### src/rtl/counter_sched_pkg.sv
// Shared types and helpers for the counter_sched round-robin counter scheduler.
package counter_sched_pkg;

  typedef enum logic [1:0] {IDLE, LOAD, RUN, DONE} sched_state_t;

  localparam int DEF_NREQ = 4;
  localparam int DEF_W    = 8;
  localparam int MAX_NREQ = 8;
  localparam int IDX_W    = 3;

  function automatic logic [MAX_NREQ-1:0] onehot(input logic [IDX_W-1:0] idx);
    return MAX_NREQ'(1) << idx;
  endfunction

endpackage

### src/rtl/counter_sched_if.sv
// Requester + counter bundle; slave side is the scheduler, master side is the environment.
interface counter_sched_if
  import counter_sched_pkg::*;
#(
  parameter int NREQ = DEF_NREQ,
  parameter int W    = DEF_W
) ();

  logic [NREQ-1:0]   req;
  logic [NREQ*W-1:0] len;
  logic [W-1:0]      count;
  logic [NREQ-1:0]   gnt;
  logic [NREQ-1:0]   done;
  logic              busy;
  logic              cnt_clr;
  logic              cnt_en;

  modport slave (
    input  req, len, count,
    output gnt, done, busy, cnt_clr, cnt_en
  );

  modport master (
    output req, len, count,
    input  gnt, done, busy, cnt_clr, cnt_en
  );

endinterface

### src/rtl/counter_sched_rr_arbiter.sv
// Combinational round-robin arbiter: first set request at or after i_ptr, wrapping.
module rr_arbiter #(
  parameter int NREQ = 4,
  parameter int IW   = 2
) (
  input  logic [NREQ-1:0] i_req,
  input  logic [IW-1:0]   i_ptr,
  output logic [NREQ-1:0] o_gnt,
  output logic [IW-1:0]   o_idx,
  output logic            o_valid
);

  always_comb begin
    int j;
    j       = 0;
    o_valid = 1'b0;
    o_idx   = '0;
    for (int k = 0; k < NREQ; k++) begin
      j = int'(i_ptr) + k;
      if (j >= NREQ) j = j - NREQ;
      if (!o_valid && i_req[j]) begin
        o_valid = 1'b1;
        o_idx   = IW'(j);
      end
    end
  end

  genvar gi;
  generate
    for (gi = 0; gi < NREQ; gi++) begin : g_gnt
      assign o_gnt[gi] = o_valid && (o_idx == IW'(gi));
    end
  endgenerate

endmodule

### src/rtl/counter_sched.sv
// Round-robin scheduler sharing one external up counter among NREQ requesters.
// Optional macro COUNTER_SCHED_ABORT_EN: owner dropping req in LOAD/RUN aborts the window.
module counter_sched
  import counter_sched_pkg::*;
#(
  parameter int NREQ = DEF_NREQ,
  parameter int W    = DEF_W
) (
  input  logic             clk,
  input  logic             rst,
  counter_sched_if.slave   bus
);

  localparam int IW = (NREQ > 1) ? $clog2(NREQ) : 1;

  sched_state_t    r_state;
  logic [IW-1:0]   r_ptr;
  logic [IW-1:0]   r_owner;
  logic [W-1:0]    r_len_q;
  logic [NREQ-1:0] r_gnt;
  logic [NREQ-1:0] r_done;
  logic            r_busy;
  logic            r_clr;

  logic [NREQ-1:0] w_arb_gnt;
  logic [IW-1:0]   w_arb_idx;
  logic            w_arb_valid;
  logic [W-1:0]    w_arb_len;
  logic [IW-1:0]   w_ptr_next;
  logic [NREQ-1:0] w_owner_oh;
  logic            w_at_len;

  rr_arbiter #(.NREQ(NREQ), .IW(IW)) u_arb (
    .i_req   (bus.req),
    .i_ptr   (r_ptr),
    .o_gnt   (w_arb_gnt),
    .o_idx   (w_arb_idx),
    .o_valid (w_arb_valid)
  );

  assign w_arb_len  = bus.len[w_arb_idx*W +: W];
  assign w_ptr_next = (w_arb_idx == IW'(NREQ-1)) ? '0 : w_arb_idx + IW'(1);
  assign w_owner_oh = NREQ'(onehot(IDX_W'(r_owner)));
  assign w_at_len   = (bus.count == r_len_q);

`ifdef COUNTER_SCHED_ABORT_EN
  logic w_owner_req;
  assign w_owner_req = bus.req[r_owner];
  assign bus.cnt_en  = (r_state == RUN) && !w_at_len && w_owner_req;
`else
  // Enable drops combinationally at equality so the counter parks on len_q.
  assign bus.cnt_en  = (r_state == RUN) && !w_at_len;
`endif

  assign bus.gnt     = r_gnt;
  assign bus.done    = r_done;
  assign bus.busy    = r_busy;
  assign bus.cnt_clr = r_clr;

  always_ff @(posedge clk) begin
    if (!rst) begin
      r_state <= IDLE;
      r_ptr   <= '0;
      r_owner <= '0;
      r_len_q <= '0;
      r_gnt   <= '0;
      r_done  <= '0;
      r_busy  <= 1'b0;
      r_clr   <= 1'b0;
    end else begin
      r_clr  <= 1'b0;
      r_done <= '0;
      case (r_state)
        IDLE: begin
          if (w_arb_valid) begin
            r_state <= LOAD;
            r_owner <= w_arb_idx;
            r_len_q <= w_arb_len;
            r_ptr   <= w_ptr_next;
            r_gnt   <= w_arb_gnt;
            r_busy  <= 1'b1;
            r_clr   <= 1'b1;
          end
        end
        LOAD: begin
`ifdef COUNTER_SCHED_ABORT_EN
          if (!w_owner_req) begin
            r_state <= IDLE;
            r_gnt   <= '0;
            r_busy  <= 1'b0;
          end else
`endif
          if (r_len_q == '0) begin
            r_state <= DONE;
            r_done  <= w_owner_oh;
          end else begin
            r_state <= RUN;
          end
        end
        RUN: begin
`ifdef COUNTER_SCHED_ABORT_EN
          if (!w_owner_req) begin
            r_state <= IDLE;
            r_gnt   <= '0;
            r_busy  <= 1'b0;
          end else
`endif
          if (w_at_len) begin
            r_state <= DONE;
            r_done  <= w_owner_oh;
          end
        end
        DONE: begin
          r_state <= IDLE;
          r_gnt   <= '0;
          r_busy  <= 1'b0;
        end
        default: begin
          r_state <= IDLE;
          r_gnt   <= '0;
          r_busy  <= 1'b0;
        end
      endcase
    end
  end

endmodule

### src/flat_wrapper.sv
// flat-port wrapper written by rule: the top's interface ports become plain ports
module counter_sched_flat import counter_sched_pkg::*;
#(
  parameter int NREQ = DEF_NREQ,
  parameter int W    = DEF_W
)
  (clk, rst, bus_req, bus_len, bus_count, bus_gnt, bus_done, bus_busy, bus_cnt_clr, bus_cnt_en);
  counter_sched_if #(.NREQ(NREQ), .W(W)) bus_i ();
  input  logic clk;
  input  logic rst;
  input wire logic [$bits(bus_i.req)-1:0] bus_req;
  input wire logic [$bits(bus_i.len)-1:0] bus_len;
  input wire logic [$bits(bus_i.count)-1:0] bus_count;
  output wire logic [$bits(bus_i.gnt)-1:0] bus_gnt;
  output wire logic [$bits(bus_i.done)-1:0] bus_done;
  output wire logic [$bits(bus_i.busy)-1:0] bus_busy;
  output wire logic [$bits(bus_i.cnt_clr)-1:0] bus_cnt_clr;
  output wire logic [$bits(bus_i.cnt_en)-1:0] bus_cnt_en;
  assign bus_i.req = bus_req;
  assign bus_i.len = bus_len;
  assign bus_i.count = bus_count;
  assign bus_gnt = bus_i.gnt;
  assign bus_done = bus_i.done;
  assign bus_busy = bus_i.busy;
  assign bus_cnt_clr = bus_i.cnt_clr;
  assign bus_cnt_en = bus_i.cnt_en;
  counter_sched #(.NREQ(NREQ), .W(W)) u_core (.clk(clk), .rst(rst), .bus(bus_i));
endmodule
### config.mk
export PLATFORM = sky130hd
export DESIGN_NAME = counter_sched_flat
export DESIGN_NICKNAME = d
export VERILOG_FILES = /design/src/rtl/counter_sched_pkg.sv /design/src/rtl/counter_sched_if.sv /design/src/rtl/counter_sched_rr_arbiter.sv /design/src/rtl/counter_sched.sv /design/src/flat_wrapper.sv
export SDC_FILE = /design/constraint.sdc
export NUM_CORES = 1
export LEC_CHECK = 0
export CELL_PAD_IN_SITES_DETAIL_PLACEMENT = 2
export CELL_PAD_IN_SITES_GLOBAL_PLACEMENT = 2
export CORE_ASPECT_RATIO = 0.7
export CORE_MARGIN = 5
export CORE_UTILIZATION = 26
export DETAILED_ROUTE_END_ITERATION = 6
export PLACE_DENSITY_LB_ADDON = 0.08
export SYNTH_ARGS = -nofsm -noshare
export SYNTH_HDL_FRONTEND = slang
export SYNTH_SLANG_ARGS = --single-unit
### constraint.sdc
create_clock -name clk -period 2.5 [get_ports clk]
set_input_delay 0.25 -clock clk [delete_from_list [all_inputs] [get_ports clk]]
set_output_delay 0.25 -clock clk [all_outputs]
set_load 0.1 [all_outputs]
; ---- After elaboration in Yosys (flattened, before gate mapping)
; Cells that the tools add are included.
[op_classes]
add_sub_neg = 8
order_cmp = 8
n_eq_ne = 9
shifts = 2
muxes = 37
n_reduce_logical = 20
[op_table]
columns = operator, n
row1 = "32-bit by 4-bit < comparator with 1-bit output, second input constant", 4
row2 = 32-bit two-way mux, 4
row3 = 32-bit by 6-bit variable part select with 8-bit output, 1
row4 = 4-bit one-hot mux with 2 select lines, 2
row5 = 1-bit two-way mux, 15
row6 = 2-bit two-way mux, 7
row7 = 4-bit two-way mux, 3
row8 = "3-bit by 3-bit subtractor with 4-bit output, second input constant", 3
row9 = "3-bit >= comparator, second input constant", 3
row10 = 1-bit binary-select mux with 2-bit select, 4
row11 = "2-bit == test, second input constant", 4
row12 = 8-bit == test, 1
row13 = 1-bit logical AND, 8
row14 = 8-bit zero test, 1
row15 = 2-bit one-hot mux with 4 select lines, 1
row16 = 2-bit AND reduction, 4
row17 = "2-bit by 2-bit adder with 3-bit output, second input constant", 2
row18 = "2-bit by 1-bit == test with 1-bit output, second input constant", 2
row19 = 1-bit zero test, 4
row20 = 2-bit zero test, 2
row21 = "1-bit by 2-bit << shifter with 4-bit output, first input constant", 1
row22 = "2-bit by 3-bit subtractor with 4-bit output, second input constant", 1
row23 = "2-bit by 1-bit adder with 3-bit output, second input constant", 1
row24 = "2-bit by 3-bit >= comparator with 1-bit output, second input constant", 1
row25 = 5 further kinds, 5
[word_totals]
ff_bits = 24
in_bits = 46
output_inout_bits = 11
wordCells = 92

; ---- Longest topological paths before layout
; Gate-level depths: netlist (run 1).
[depth]
word_depth = 19
depth_mapped = 9

; ---- Modules after synthesis
; Synthesis (run 1) repeated with hierarchy kept, for this count alone.
[hier_totals]
cells_unflattened = 172
hier_area_um2 = 1506.4
[by_module_without_submodules]
columns = mod, instances, cells_per_inst, area_each_um2
row1 = counter_sched, 1, 139, 1295.0
row2 = rr_arbiter, 1, 33, 211.5

; ---- Worst setup path before layout (run 1)
; No wires, ideal clock.
[synth_path]
path_kind = reg2reg
from = register u_core.r_state[0]
to = register u_core.r_state[0]
setup_time_ns = 0.119
arrival_time_ns = 2.510
required_time_ns = 2.381
setup_slack_ns = -0.129
stages_incl_launch_ff = 6
n_path_buf = 0
synth_period_minus_slack_ns = 2.629
cell_sequence = dfxtp_1 > inv_1 > ha_1 > a21boi_1 > o21ai_1 > o211a_1
[synth_via]
elab_chain_len = 3
word_cells_on_any_way = 8
classes_between = eq/ne: 5 / mux: 1 / reduce/logical: 2
[synth_rtl]
columns = item, line_no
row1 = start: declaration, counter_sched.sv:16  ; sched_state_t r_state;
row2 = start signal: assignment, counter_sched.sv:62  ; r_state <= IDLE;
row3 = start signal: assignment, counter_sched.sv:76  ; r_state <= LOAD;
row4 = start signal: assignment, counter_sched.sv:94  ; r_state <= DONE;
row5 = 2-bit == test / 2-bit zero test (equally long branches), counter_sched.sv:73  ; case (r_state)
row6 = 2-bit by 1-bit != test with 1-bit output (no line) / 2-bit != test (equally long branches), n/a
row7 = 2-bit AND reduction (no line), n/a
; Several ways; a longest one is shown, not always the timed one.
; A chain may end at the register's enable or synchronous reset.

; ---- Worst setup path in the final report (run 1)
[layout_path]
from = input bus_req[1]
to = register u_core.r_len_q[0]
[layout_via]
elab_chain_len = 14
word_cells_on_any_way = 28
classes_between = shift: 1 / mux: 20 / reduce/logical: 7
[layout_rtl]
columns = item, line_no
row1 = start: declaration, flat_wrapper.sv:11  ; input wire logic [$bits(bus_i.req)-1:0] bus_req;
row2 = 1-bit binary-select mux with 2-bit select, counter_sched_rr_arbiter.sv:21  ; if (!o_valid && i_req[j]) begin
row3 = 1-bit two-way mux (implied by the code) (2 in a row), counter_sched_rr_arbiter.sv:21
row4 = 1-bit two-way mux, counter_sched_rr_arbiter.sv:21
row5 = 1-bit zero test, counter_sched_rr_arbiter.sv:21
row6 = 1-bit logical AND, counter_sched_rr_arbiter.sv:21
row7 = 1-bit two-way mux, counter_sched_rr_arbiter.sv:21
row8 = 1-bit zero test, counter_sched_rr_arbiter.sv:21
row9 = 1-bit logical AND, counter_sched_rr_arbiter.sv:21
row10 = 1-bit two-way mux, counter_sched_rr_arbiter.sv:21
row11 = 1-bit zero test, counter_sched_rr_arbiter.sv:21
row12 = 1-bit logical AND, counter_sched_rr_arbiter.sv:21
row13 = 2-bit two-way mux / 1-bit two-way mux (equally long branches), counter_sched_rr_arbiter.sv:21
row14 = 32-bit by 6-bit variable part select with 8-bit output / 2-bit AND reduction (equally long branches), n/a
row15 = end signal: assignment, counter_sched.sv:78  ; r_len_q <= w_arb_len;
row16 = end: declaration, counter_sched.sv:19  ; logic [W-1:0] r_len_q;
; Several ways; a longest one is shown, not always the timed one. The select of a mux whose other input is x is not followed.

==> results.json, run 1 <==
{
  "status": "finished clean",
  "rsz0062_at_grt": "false",
  "route.detailed.drc": 0,
  "worstPathArrival_ps": 2050,
  "ys.flop_type": "dfxtp_1",
  "diodes": 0,
  "die_w_um": 95.9,
  "layout_commonest_cell": "clkdlybuf4s50_1",
  "ant_nets": 0,
  "synthCells": 144,
  "cts_tree": "built",
  "io_buffers": 56,
  "cts_hold_buf": 0,
  "r2r-start": "u_core.r_ptr[0]",
  "drt_wl_total_um": 4610,
  "htreeDepth": 1,
  "yosys_warnings": 0,
  "fin_ws_ps": 593,
  "hold_viol": 0,
  "clk_pin_slew_ps": 100,
  "nNetsFinal": 257,
  "ir_worst_vdd_uv": 403,
  "cp_slowest_stage_delay_ps": 490,
  "synthTopCellsByArea": "dfxtp_1 36%, mux2i_1 14%, ha_1 5.6%",
  "postCtsResizedCells": 0,
  "setup_viol": 0,
  "r2r_slack_ps": 760,
  "gp_congestion": 0.760,
  "skew_ps": 8.06,
  "die_area_um2": 6730,
  "area_growth_pct": 53.5,
  "synthArstFlopShare": 0,
  "synth_top_area_share": 0.358,
  "grt_max_degree": 17,
  "yosys.area.top_type": "dfxtp_1",
  "syn_nets": 196,
  "fin_crit_sh": 0.763,
  "synth_edf_count": 0,
  "period_needed_ps": 1910,
  "grt_pass1_vias": 1516,
  "fin_tns_setup_ps": 0,
  "drv_slew": 0,
  "drtIter0Drc": 21,
  "crit_path_end_kind": "flip-flop",
  "reg2regPathDepth": 6,
  "cts_buffers": 3,
  "cp-start-kind": "input port",
  "hp-class": "reg2reg",
  "path_class": "in2reg",
  "antenna_found_initial": 0,
  "cts_buffer_depth": 2,
  "start_util": 0.275,
  "post_cts_buffers": 0,
  "fp.dieH_um": 70.2,
  "drive_above_1_share": 0.137,
  "clock_latency_ps": 280,
  "worstMarginPinSlew_ps": 469,
  "cp_cell_sequence": "clkdlybuf4s50_1 -> nor4_2 -> nand2b_1 -> nor2_2 -> nand2_1 -> o221ai_1",
  "num_rows": 21,
  "place_area_um2": 1990,
  "grt_overflow_total": 0,
  "firstDrtPassIters": 4,
  "wl_per_cell_um": 16.9,
  "floorplan.io_pins": 57,
  "power.leakage_nw": 0.899,
  "grt_pass1_wl_um": 7650,
  "avgSynthCellArea_um2": 9.33,
  "root_buffer": "clkbuf_8",
  "r2r_end": "u_core.r_len_q[4]",
  "p_per_area_nw_per_um2": 1060,
  "hpwl_um": 3770,
  "final_cell_mix": "45 x clkdlybuf4s50_1, 24 x dfxtp_1, 19 x mux2i_1, 13 x buf_4, 12 x nor2_1",
  "clock-sinks": 24,
  "vias": 1310,
  "slew_headroom": 0.684,
  "required_ps": 2640,
  "worst-path-max-fanout": 8,
  "pre_cts_ws_ps": 252,
  "hold_slack_ps": 509,
  "drv_cap": 0,
  "track_usage": 0.147,
  "slowest_stage": "clkdlybuf4s50_1",
  "netlist_area_um2": 1340,
  "synth.distinct_cells": 37,
  "ys_seq_elements": 24,
  "coreArea_um2": 4890,
  "ys_seq_area_frac": 0.358,
  "critPathLaunch": "bus_req[1]",
  "crit_end": "u_core.r_len_q[0]",
  "routed_via_density": 4.80,
  "final_area_um2": 2060,
  "fmax_mhz": 524
}
[cell families after synthesis]
| family | count (synthesis) | share of synthesized area |
|---|---|---|
| fa+ha+maj | 6 | 0.0559 |
| xor+xnor | 8 | 0.0521 |
| compound gates | 28 | 0.150 |
| buf+inv | 12 | 0.0447 |
| simple gates | 47 | 0.198 |
| mux | 19 | 0.142 |
| flops | 24 | 0.358 |
[cell type report]
class,instances,area [um^2]
fill,549,2820
multi-input combinational,108,807
timing repair buffer,60,588
sequential,24,480
tap,69,86.3
clock buffer,3,41.3
clock inverter,1,30.0
inverter,8,30.0
[layer usage]
| layer | share of wire | track usage | wire length [um] |
|---|---|---|---|
| met2 | 0.49 | 0.250 | 2250 |
| met3 | 0.035 | 0.0386 | 163 |
| met1 | 0.47 | 0.182 | 2160 |
| met4 | 0.0067 | 0.0379 | 31 |
| met5 | 0 | 0 | 0 |
[flip-flops by register name (all words and copies together), names as in the netlist]
name                flops
u_core.bus.busy         1
u_core.r_ptr            2
u_core.r_state          2
u_core.r_owner          2
u_core.bus.gnt          4
u_core.bus.done         4
u_core.r_len_q          8
u_core.bus.cnt_clr      1
[cells in the mapped netlist (2+ instances only)]
library cell	instances
nand4b_1	2
mux2i_1	19
nor4_2	3
o21ai_0	2
nand2b_1	3
nor2_1	12
inv_1	5
nand3_1	9
inv_2	2
ha_1	6
nor2b_1	2
a22oi_1	2
o221ai_1	8
dfxtp_1	24
a21oi_1	7
nand2_1	7
xor2_1	8
a32oi_1	3
buf_4	2
[where the power goes]
part	internal, mW	switching, mW	leakage, nW
clock network	0.214	0.138	0.0357
registers	0.515	0.126	0.197
logic	0.458	0.739	0.666
total	1.19	1.00	0.899
[how the worst min path moves through the flow]
stage / startpoint / to / slack [ps] / cells after the start
after floorplan: u_core.r_owner[1] / u_core.bus.done[0] / 430 / 1
after global placement: u_core.bus.gnt[0] / u_core.bus.gnt[0] / 480 / 2
after detailed placement: u_core.bus.gnt[1] / u_core.bus.gnt[1] / 480 / 2
after CTS: u_core.bus.gnt[1] / u_core.bus.gnt[1] / 510 / 2
after global routing: u_core.bus.gnt[1] / u_core.bus.gnt[1] / 570 / 2
final: u_core.bus.gnt[1] / u_core.bus.gnt[1] / 510 / 2
[worst max-delay path: cells and delay by family]
kind,cells,cell delay [ps]
simple gates,4,1120
buf+inv,1,490
compound gates,1,180
[stage by stage]
step | total power, mW | std cells | util
finish | 2.19 | 273 | 0.422
global route | 2.33 | 273 | 0.422
CTS | 2.22 | 273 | 0.422
detailed placement | 1.85 | 269 | 0.408
global placement | 1.80 | 269 | 0.408
floorplan | 1.49 | 144 | -
Note: power is estimated with default switching activity, not from simulation.
==> run 2: changes to the inputs <==
--- a/config.mk
+++ b/config.mk
@@ -9,7 +9,7 @@
 export CELL_PAD_IN_SITES_GLOBAL_PLACEMENT = 2
 export CORE_ASPECT_RATIO = 0.7
 export CORE_MARGIN = 5
-export CORE_UTILIZATION = 26
+export CORE_UTILIZATION = 21
 export DETAILED_ROUTE_END_ITERATION = 6
 export PLACE_DENSITY_LB_ADDON = 0.08
 export SYNTH_ARGS = -nofsm -noshare
==> constraint.sdc (replaced) <==
create_clock -name clk -period 1.7 [get_ports clk]
set_input_delay 0.17 -clock clk [delete_from_list [all_inputs] [get_ports clk]]
set_output_delay 0.17 -clock clk [all_outputs]
set_load 0.1 [all_outputs]
==> run 2 against run 1 <==
  * The run now ends with setup timing left
  * Core utilization shrank 3.7 points
  * Clock skew grew 3.7 ps
  * Final cell count increased by 9.5%
  * Global-route usage fell by 1.9 points
  * Critical path depth fell by 1
  * Die area increased by 21%
  * Non-clock buffer count up 17
  * Sequential share of layout area shrank 2.7 points
  * Critical path type is now reg2out
  * Critical endpoint is now bus_cnt_en
  * Highest routed layer unchanged
==> results.json, run 2 (synthesized netlist as in run 1, its figures left out) <==
{
  "status": "complete, but fails checks",
  "violations": "setup timing",
  "wl_met3_um": 188,
  "hpwl_um": 4060,
  "root_buffer": "clkbuf_8",
  "num_rows": 24,
  "fin_crit_sh": 1.02,
  "nNetsFinal": 274,
  "r2r_slack_ps": 80,
  "rsz0062_at_grt": "true",
  "cp_top_family": "flip-flops",
  "htreeDepth": 1,
  "cp.depth": 5,
  "top_layer": "met4",
  "placedCellCount": 289,
  "wl_per_cell_um": 17.3,
  "io_buffers": 56,
  "clock_latency_ps": 280,
  "coreArea_um2": 6220,
  "cp_cell_sequence": "xor2_2 -> nor4_4 -> buf_4 -> a21boi_4 -> buf_12",
  "swShare": 0.436,
  "p_seq_frac": 0.270,
  "r2r-start": "u_core.r_len_q[3]",
  "drive_above_1_share": 0.276,
  "fp.dieH_um": 76.9,
  "cp_slowest_stage_delay_ps": 360,
  "worstPathArrival_ps": 1570,
  "vias": 1401,
  "fin_ws_ps": -39.7,
  "final_cell_mix": "40 x clkdlybuf4s50_1, 22 x buf_4, 18 x mux2i_1, 16 x dfxtp_1, 11 x nor2_1",
  "cp-start-kind": "flip-flop",
  "period_needed_ps": 1740,
  "grt_max_degree": 17,
  "die_area_um2": 8120,
  "routed_via_density": 4.69,
  "clk_pin_slew_ps": 100,
  "drtIter0Drc": 21,
  "m1WireLength_um": 2310,
  "reg2regPathDepth": 6,
  "slew_headroom": 0.757,
  "drv_cap": 0,
  "ir_worst_vdd_uv": 508,
  "grt_overflow_total": 0,
  "cts_buffers": 3,
  "cts_hold_buf": 0,
  "path_class": "reg2out",
  "top_register": "u_core.r_len_q",
  "hold_viol": 0,
  "drt_wl_total_um": 5180,
  "holdPathEnd": "u_core.bus.done[0]",
  "area_growth_pct": 78.3,
  "hold_slack_ps": 492,
  "largest_reg_flops": 8,
  "route.detailed.drc": 0,
  "power_frac_clock": 0.139,
  "grt_pass1_wl_um": 8160,
  "switching_power_mw": 1.63,
  "setup_viol": 1,
  "whs_path_depth": 1,
  "slowest_stage": "dfxtp_2",
  "die_w_um": 106,
  "fin_cells": 299,
  "grt_pass1_vias": 1597,
  "layout_commonest_cell": "clkdlybuf4s50_1",
  "intPower_mw": 2.11,
  "track_usage": 0.128,
  "diodes": 0,
  "required_ps": 1530,
  "fill_cells": 662,
  "worstMarginPinSlew_ps": 361,
  "path_buf_inv": 2,
  "fmax_mhz": 575,
  "r2r_end": "u_core.bus.done[2]",
  "power.leakage_nw": 1.06,
  "p_per_area_nw_per_um2": 1560,
  "start_util": 0.216,
  "firstDrtPassIters": 4,
  "crit_path_end_kind": "output pin",
  "hp-class": "reg2reg",
  "skew_ps": 11.8,
  "antenna_found_initial": 0,
  "ant_nets": 0,
  "p_comb_frac": 0.591,
  "cts_tree": "built",
  "cts_buffer_depth": 2,
  "dr_wl_met2_um": 2640,
  "drv_slew": 0,
  "clock-sinks": 24,
  "worstHoldStart": "u_core.r_owner[1]",
  "worst-path-max-fanout": 3,
  "floorplan.io_pins": 57,
  "gp_congestion": 0.787
}
[run 2: through the flow]
stage	power [mW]	utilization	setup TNS (ps)	setup slack (ps)	area (um^2)
final	3.75	0.385	-39.7	-39.7	2400
after detailed placement	3.01	0.351	-4080	-294	2180
after global placement	2.94	0.351	-2680	-189	2180
after CTS	3.62	0.369	-9.03	-5.79	2300
after global routing	3.98	0.385	-103	-99.6	2400
after floorplan	2.20	-	0	84.6	1360
[run 2: timing repair]
action                                  in CTS  in global routing
endpoints found under the setup margin       2                 20
buffers inserted                             4                  1
pin swaps                                    4                  5
gates resized for setup                      8                 18
cloned                                       0                  1
[run 2: worst max-delay path by stage]
stage	start	to
2_1_floorplan	u_core.r_state[0]	u_core.r_state[0]
3_3_place_gp	bus_req[1]	u_core.r_len_q[3]
3_5_place_dp	bus_req[1]	u_core.bus.gnt[3]
4_1_cts	bus_req[1]	u_core.bus.gnt[3]
5_1_grt	u_core.r_len_q[3]	bus_cnt_en
6_report	u_core.r_len_q[3]	bus_cnt_en
[run 2: area by class of cell]
type                       instances  area [um^2]  share of cell area
clock inverter                     1         30.0              0.0125
clock buffer                       3         41.3              0.0172
inverter                           8         30.0              0.0125
multi-input combinational        108          875               0.365
sequential                        24          493               0.206
tap                               78         97.6              0.0407
timing repair buffer              77          830               0.346
[run 2: power groups by stage]
stage / clock network, mW / logic [mW] / registers (mW)
after detailed placement: 0 / 2.03 / 0.984
after global routing: 0.563 / 2.38 / 1.04
after CTS: 0.539 / 2.09 / 0.987
after floorplan: 0 / 0.963 / 1.24
final: 0.521 / 2.21 / 1.01
after global placement: 0 / 1.97 / 0.968
[run 2: metal layers]
layer  GRT usage  up-vias
met5           0        -
met4      0.0272        0
met3      0.0336        4
met2       0.228       25
met1       0.156      694
li1            -      678
==> run 3: changes to the inputs <==
--- a/config.mk
+++ b/config.mk
@@ -11,6 +11,7 @@
 export CORE_MARGIN = 5
 export CORE_UTILIZATION = 21
 export DETAILED_ROUTE_END_ITERATION = 6
+export GPL_TIMING_DRIVEN = 0
 export PLACE_DENSITY_LB_ADDON = 0.08
 export SYNTH_ARGS = -nofsm -noshare
 export SYNTH_HDL_FRONTEND = slang
==> run 3 against run 2 <==
  * The flow now finishes without violations
  * Clock power shrank 22%
  * Sequential power shrank 4%
  * Total power shrank 10%
  * Non-clock buffer count shrank 11
  * Worst hold slack gained 10 ps
  * Critical endpoint unchanged
  * Maximum frequency grew 4.4%
  * Via count shrank 4.4%
  * First-iteration DRC count grew 48%
  * Final area shrank 7.9%
  * Register-to-register slack lost 30 ps
  * Largest power group unchanged
==> results.json, run 3 (synthesized netlist as in run 1, its figures left out) <==
{
  "top_register": "u_core.r_len_q",
  "drv_slew": 0,
  "antenna_found_initial": 0,
  "grt_pass1_vias": 1469,
  "die_w_um": 106,
  "cts_buffer_depth": 2,
  "grt_max_degree": 14,
  "num_rows": 24,
  "hold_slack_ps": 503,
  "swShare": 0.471,
  "dr_wl_met2_um": 2340,
  "hp-class": "reg2reg",
  "vias": 1340,
  "period_needed_ps": 1670,
  "hold_viol": 0,
  "area_growth_pct": 64.2,
  "postLayoutCoreUtil": 0.355,
  "power.leakage_nw": 0.955,
  "fin_ws_ps": 33.5,
  "die_area_um2": 8120,
  "drt_wl_total_um": 4920,
  "skew_ps": 6.17,
  "grt_overflow_total": 0,
  "worstMarginPinSlew_ps": 966,
  "p_seq_frac": 0.288,
  "io_buffers": 56,
  "drive_above_1_share": 0.171,
  "start_util": 0.216,
  "top_layer": "met4",
  "final_cell_mix": "41 x clkdlybuf4s50_1, 22 x dfxtp_1, 19 x mux2i_1, 12 x dlygate4sd2_1, 11 x nor2_1",
  "placedCellCount": 278,
  "setup_viol": 0,
  "largest_reg_flops": 8,
  "cp-start-kind": "flip-flop",
  "routed_via_density": 4.65,
  "grt_pass1_wl_um": 7860,
  "pre_cts_ws_ps": -817,
  "cp_cell_sequence": "xor2_1 -> nor4_4 -> a21boi_4 -> buf_12",
  "ant_nets": 0,
  "worst-path-max-fanout": 4,
  "clk_pin_slew_ps": 90,
  "required_ps": 1530,
  "layout_commonest_cell": "clkdlybuf4s50_1",
  "htreeDepth": 1,
  "p_per_area_nw_per_um2": 1520,
  "hpwl_um": 3920,
  "wl_met3_um": 211,
  "p_comb_frac": 0.592,
  "intPower_mw": 1.78,
  "clock-sinks": 24,
  "diodes": 0,
  "nNetsFinal": 263,
  "clock_latency_ps": 270,
  "crit_path_end_kind": "output pin",
  "firstDrtPassIters": 4,
  "power_mw": 3.36,
  "track_usage": 0.120,
  "slowest_stage": "dfxtp_1",
  "critPathLaunch": "u_core.r_len_q[3]",
  "path_class": "reg2out",
  "cts_tree": "built",
  "rsz0062_at_grt": "true",
  "drtIter0Drc": 31,
  "cts_hold_buf": 0,
  "fin_crit_sh": 0.980,
  "r2r-start": "u_core.r_ptr[1]",
  "reg2regPathDepth": 8,
  "drv_cap": 0,
  "ir_worst_vdd_uv": 481,
  "root_buffer": "clkbuf_8",
  "fp.dieH_um": 76.9,
  "wl_per_cell_um": 17.1,
  "gp_congestion": 0.761,
  "floorplan.io_pins": 57,
  "fmax_mhz": 600,
  "status": "finished clean",
  "route.detailed.drc": 0,
  "power_frac_clock": 0.120,
  "slew_headroom": 0.359,
  "worstHoldStart": "u_core.r_owner[1]",
  "worstPathArrival_ps": 1500,
  "cp_slowest_stage_delay_ps": 410,
  "whs_path_depth": 1,
  "switching_power_mw": 1.58,
  "m1WireLength_um": 2350,
  "coreArea_um2": 6220,
  "cts_buffers": 3,
  "fin_cells": 288
}
[run 3: layout make-up]
cell class / count / area [um^2]
multi-input cells: 108 / 895
flip-flops and latches: 24 / 483
well taps: 78 / 97.6
plain buffers: 4 / 37.5
clock buffers: 4 / 55.1
inverters: 8 / 30.0
fillers: 684 / 4010
repair buffers: 62 / 608
[run 3: power by group through the flow]
stage	registers (mW)	clock network, mW	logic, mW
detailed placement	0.957	0	1.78
floorplan	1.24	0	0.963
CTS	0.948	0.422	1.76
global route	0.998	0.443	2.14
global placement	0.949	0	1.74
finish	0.969	0.404	1.99
[run 3: final timing paths]
kind / to / slack, ps
max: bus_cnt_en / 30
min reg2reg: u_core.bus.done[0] / 500
min: u_core.bus.done[0] / 500
max reg2reg: u_core.r_ptr[0] / 50
[run 3: through the flow]
step                      cell area [um^2]  setup TNS, ps
after floorplan                       1360              0
after global placement                2010          -6860
after detailed placement              2010          -8390
after CTS                             2060           -156
after global routing                  2210          -56.0
final                                 2210              0
[run 3: layer usage]
| layer | global-route usage | vias to the layer above |
|---|---|---|
| met5 | 0 | - |
| met4 | 0.0194 | 0 |
| met3 | 0.0319 | 4 |
| met2 | 0.192 | 24 |
| met1 | 0.166 | 657 |
| li1 | - | 655 |
[run 3: critical path, delay by kind of cell, from the launching register on]
| kind | cells | cell delay, ps |
|---|---|---|
| compound gates | 1 | 240 |
| simple gates | 1 | 100 |
| flops | 1 | 410 |
| xor+xnor | 1 | 270 |
| buf+inv | 1 | 210 |
[run 3: repair_timing]
item / CTS / global route
cloned: 0 / 0
resized for setup: 23 / 23
pin swaps: 1 / 1
endpoints found under the setup margin: 27 / 21
buffers inserted: 0 / 6
==> RTL edit 1 (settings of run 2) <==
Build with the macro `COUNTER_SCHED_ABORT_EN` defined.
--- a/src/rtl/counter_sched.sv
+++ b/src/rtl/counter_sched.sv
@@ -1,4 +1,6 @@
 // Round-robin scheduler sharing one external up counter among NREQ requesters.
 // Optional macro COUNTER_SCHED_ABORT_EN: owner dropping req in LOAD/RUN aborts the window.
+`define COUNTER_SCHED_ABORT_EN
+
 module counter_sched
   import counter_sched_pkg::*;
Behaviour: not the same (a bounded check fails within 4 cycles, from zero or initial values and one cycle with rst low).
==> RTL edit 1 against run 2 <==
The flow still finishes with violations (setup timing); cell area grew 4.8%; routed wire length grew 11%; critical endpoint unchanged; sequential cell count did not move; clock power decreased by 23%; total power down 39%; worst setup slack worse by 84 ps; synthesized area rose by 1.2%; die area grew 1.1%; largest power group unchanged; first-iteration DRC count grew to 2.9 times the old value.
==> RTL edit 1: results (changes against run 2) <==
Placed design
  – Placer Congestion: 0.868 (+10%)
  – Port buffer count: 56 (unchanged)
  – Placed inst area: 0.00226 mm2 (+3.6%)

Timing
  – Endpoints failing setup: 4 (+3)
  – Slew HR: 70.8% (-4.8 points)
  – Worst Clk Skew: 5.80 ps (-5.97 ps)
  – Final worst slack: -123 ps (-83.7 ps)

Global route
  – First-pass GRT wire length: 9200 um (+13%)
  – GRT Overall Usage: 14.0% (+1.1 points)
  – Vias in the first global route: 1728 (+8.2%)
  – Largest net degree at the start of global routing: 15 (-2)

Yosys
  – Largest cells by area after synthesis: dfxtp_1 (35%), mux2i_1 (13%), o221ai_1 (5.2%), xor2_1 (5.2%), ha_1 (4.6%)
  – Post-synthesis sequential area ratio: 35.3% (-0.43 points)
  – Synth cell types: 35 (-5.4%)
  – Commonest cells in the netlist: dfxtp_1 (24), mux2i_1 (18), nand2_1 (14)

Outcome
  – Status: complete, but fails checks
  – Failing checks: setup timing

Setup path
  – Max incr delay on CP: 530 ps (+170 ps)
  – CP Max Fanout: 4 (+1)
  – Crit-path slowest cell: mux4_2
  – Crit path arrival time: 1650 ps (+80 ps)
  – Top delay family on crit path: buffers and inverters

Power
  – VDD IR max: 0.327 mV (-36%)

Finish
  – Final #Nets: 291 (+6.2%)
  – Share of cells above drive strength 1: 34.3% (+6.7 points)
  – Filler instances: 690 (+4.2%)

Drt
  – Final wirelength: 5760 um (+11%)

Worst hold path
  – Min-Delay Path Depth: 2 (+1)
-- RTL edit 1: cell types whose count changed after synthesis, moves of 2 or more --
cell,delta
a221oi_1,+2
nand4_1,+2
and2_1,+2
a32o_1,+3
nor2_1,-6
nor2b_1,+2
nor4_2,-3
a21oi_1,+2
nand2_1,+7
a32oi_1,-3
nor4_1,+5
buf_4,-2
a22oi_1,-2
nand4b_1,-2
-- RTL edit 1: worst paths after layout --
kind,startpoint,to,slack [ps]
max,bus_req[3],bus_cnt_en,-120
min,u_core.r_state[1]$_SDFFE_PN0P_,u_core.r_state[1]$_SDFFE_PN0P_,490
max reg2reg,u_core.r_owner[1]$_SDFFE_PN0P_,u_core.bus.gnt[1]$_SDFFE_PN0P_,-120
min reg2reg,u_core.r_state[1]$_SDFFE_PN0P_,u_core.r_state[1]$_SDFFE_PN0P_,490
-- RTL edit 1: logic make-up after synthesis --
| kind of cell | after synthesis | synth area share (%) |
|---|---|---|
| AO/OA/AOI/OAI | 28 | 15.5 |
| XOR/XNOR | 8 | 5.15 |
| adder cells (fa/ha/maj) | 5 | 4.60 |
| buffers and inverters | 11 | 3.68 |
| flip-flops | 24 | 35.3 |
| multiplexers | 19 | 14.9 |
| AND/OR/NAND/NOR | 53 | 20.8 |
-- RTL edit 1: layout make-up --
class                           count  share of cell area [%]
Multi-Input combinational cell    113                    37.8
Timing Repair Buffer               91                    35.6
Sequential cell                    24                    19.5
Tap cell                           78                    3.89
Clock buffer                        4                    2.19
Inverter                            7                    1.05
-- RTL edit 1: what timing repair did --
action | in CTS | in global routing
cloned | 0 | 1
pin swaps | 4 | 7
setup endpoints to repair | 14 | 22
gates resized for setup | 13 | 26
setup buffers | 3 | 3
-- RTL edit 1: power breakdown --
part	leakage, nW	internal [mW]	switching, mW
Combinational	0.855	0.566	0.590
Clock	0.0288	0.207	0.193
Sequential	0.200	0.655	0.0837
Total	1.08	1.43	0.867
-- RTL edit 1: worst register-to-register path, delay by kind of cell, from the launching register on --
kind	cells	cell delay, ps
AND/OR/NAND/NOR	3	600
multiplexers	1	530
flip-flops	1	360
buffers and inverters	1	140
AO/OA/AOI/OAI	1	130
-- RTL edit 1: routing by layer --
| metal | up-vias | global-route usage, % | share of wire (%) |
|---|---|---|---|
| met1 | 732 | 19.0 | 49 |
| met5 | - | 0 | 0 |
| met4 | 0 | 2.59 | 0.99 |
| met2 | 34 | 22.5 | 46 |
| li1 | 737 | - | - |
| met3 | 6 | 3.65 | 4.2 |
-- RTL edit 1: stage by stage --
stage	TNS [ps]	utilization [%]	std cells	worst slack (ps)
after floorplan	0	-	148	1.95
after global placement	-4900	36.2	306	-290
after detailed placement	-6650	36.2	306	-372
after CTS	-270	38.1	313	-138
after global routing	-1070	40.2	317	-192
final	-290	40.2	317	-123
==> RTL edit 2 (flow settings as in run 2) <==
Without the edit above. Re-encode `sched_state_t` (4 states) as Gray code, 2 bits wide.
--- a/src/rtl/counter_sched_pkg.sv
+++ b/src/rtl/counter_sched_pkg.sv
@@ -2,5 +2,5 @@
 package counter_sched_pkg;
 
-  typedef enum logic [1:0] {IDLE, LOAD, RUN, DONE} sched_state_t;
+  typedef enum logic [1:0] {IDLE = 2'b00, LOAD = 2'b01, RUN = 2'b11, DONE = 2'b10} sched_state_t;
 
   localparam int DEF_NREQ = 4;
Function: same outputs for any inputs over 4 cycles, from zero or initial values and one cycle with rst low; so few cycles prove little.
==> RTL edit 2 against run 2 <==
Worst setup slack better by 110 ps; synthesized area is 3.6% higher; sequential cell count stayed put; routed wire length is 0.52% lower; cell area is 2.7% lower; count of clock-buffer cells in the layout stayed put; critical endpoint is now u_core.r_len_q[1]$_SDFFE_PN0P_; largest cell class unchanged.
Power is not compared: it rests on default switching activity, and its combinational part moved more than twofold at a synthesized area within 25%.
==> RTL edit 2: results (changes against run 2) <==
Clock network
  – Setup Fix Bufs, Post-CTS: 0 (-4)
  – Post_cts resized: 0 (-8)
  – H-tree levels: 1 (unchanged)
  – Clock Latency Late Sink: 270 ps

Outcome
  – Status: completed

Timing
  – Worst Clk Skew: 7.35 ps (-4.42 ps)
  – Worst slew pin tran: 314 ps (-47.3 ps)

Yosys
  – Cells after synthesis: 154 (+6.9%)
  – Compound-Gate Fraction of Synth Area: 24.4% (+9.4 points)
  – Synth top area share: 34.5% (-1.3 points)
  – Xor and xnor area share after synthesis: 5.03% (-0.18 points)
  – Syn nets: 201 (+2.6%)
  – Adder-Cell Fraction of Synth Area: 0.898% (-4.7 points)
  – Commonest cells in the netlist: dfxtp_1 (24), nand2_1 (13), mux2i_1 (11), nand4_1 (11)
  – Largest cells by area after synthesis: dfxtp_1 (35%), mux2i_1 (7.9%), a21o_1 (5.4%), o31ai_1 (5.4%), xnor2_1 (5.0%)
  – Synth cell types: 39 (+5.4%)
  – Mux contribution to synthesized area: 7.91% (-6.2 points)
  – Post-synthesis sequential area ratio: 34.5% (-1.3 points)

Finish
  – Multi-input logic cell count: 116 (+7.4%)
  – Non-clock inverter count: 5 (-3)
  – Share of cells above drive strength 1: 24.2% (-3.4 points)
  – Area of the multi-input gates: 862 um2 (-1.4%)
  – Post-route insts no fill: 318 (+6.4%)
  – Final-layout non-clock buffer area share: 33.4% (-1.2 points)
  – Bufs w/o clock: 78 (+1.3%)
  – Max reg flops: 8 (unchanged)
  – Final #Nets: 275 (+0.36%)
  – FF+latch area: 487 um2 (-1.3%)
  – Filler instances: 703 (+6.2%)
  – Diodes inserted: 0 (unchanged)
  – Seq/total area: 20.9% (+0.31 points)
  – Final clock-cell share: 3.06% (+0.083 points)

Global route
  – Vias in the first global route: 1684 (+5.4%)
  – Met1 Use GR: 16.3% (+0.75 points)
  – GRT Overall Usage: 12.7% (-0.10 points)
  – Routing usage on met3: 3.77% (+0.41 points)
  – Largest net degree at the start of global routing: 15 (-2)
  – Initial antenna violation count: 0 (unchanged)
  – First-pass GRT wire length: 8490 um (+4.0%)
  – Gr ovfl total: 0 (unchanged)
  – Grt met2 use: 21.3% (-1.4 points)

Worst hold path
  – Min-Delay Path Depth: 2 (+1)

Setup path
  – Cells on worst reg2reg path: 6 (unchanged)
  – Crit path arrival time: 1780 ps (+210 ps)
  – CP Max Fanout: 8 (+5)

Drt
  – Starting DRC count in detailed routing: 17 (-19%)
  – M1 WL: 2430 um (+5.2%)
  – Vias: 1463 (+4.4%)
  – Metal2 WL: 2420 um (-8.4%)
  – Max layer used: met4
  – First-pass detailed-route iteration total: 4 (unchanged)
  – WL met3: 255 um (+36%)
  – Wirelength per Cell: 16.2 um (-6.5%)

Placed design
  – Port buffer count: 56 (unchanged)
  – Placed inst area: 0.00224 mm2 (+2.9%)
  – Worst slack at placement: -257 ps (+37.1 ps)
  – Post-DP HPWL: 4430 um (+9.4%)
  – Placer Congestion: 0.708 (-10%)
  – Placed cells: 314 (+8.7%)

Die
  – FP Rows: 24 (unchanged)
[RTL edit 2: final timing paths]
kind,slack (ps),to,start
worst max-delay path,70,u_core.r_len_q[1]$_SDFFE_PN0P_,bus_req[1]
worst min-delay path,480,u_core.bus.gnt[0]$_SDFFE_PN0P_,u_core.bus.gnt[0]$_SDFFE_PN0P_
worst max register to register,100,u_core.r_len_q[6]$_SDFFE_PN0P_,u_core.r_ptr[1]$_SDFFE_PN0P_
worst min register to register,480,u_core.bus.gnt[0]$_SDFFE_PN0P_,u_core.bus.gnt[0]$_SDFFE_PN0P_
[RTL edit 2: where the power goes]
group          internal [mW]  switching [mW]
clock                  0.315           0.200
combinational          0.475           0.539
sequential             0.657          0.0969
[RTL edit 2: worst max-delay path, cell delays in order]
cell,delay [ps]
clkdlybuf4s50_1,460
or4_4,600
and3_4,230
o221ai_4,110
a21o_1,120
o211ai_1,90
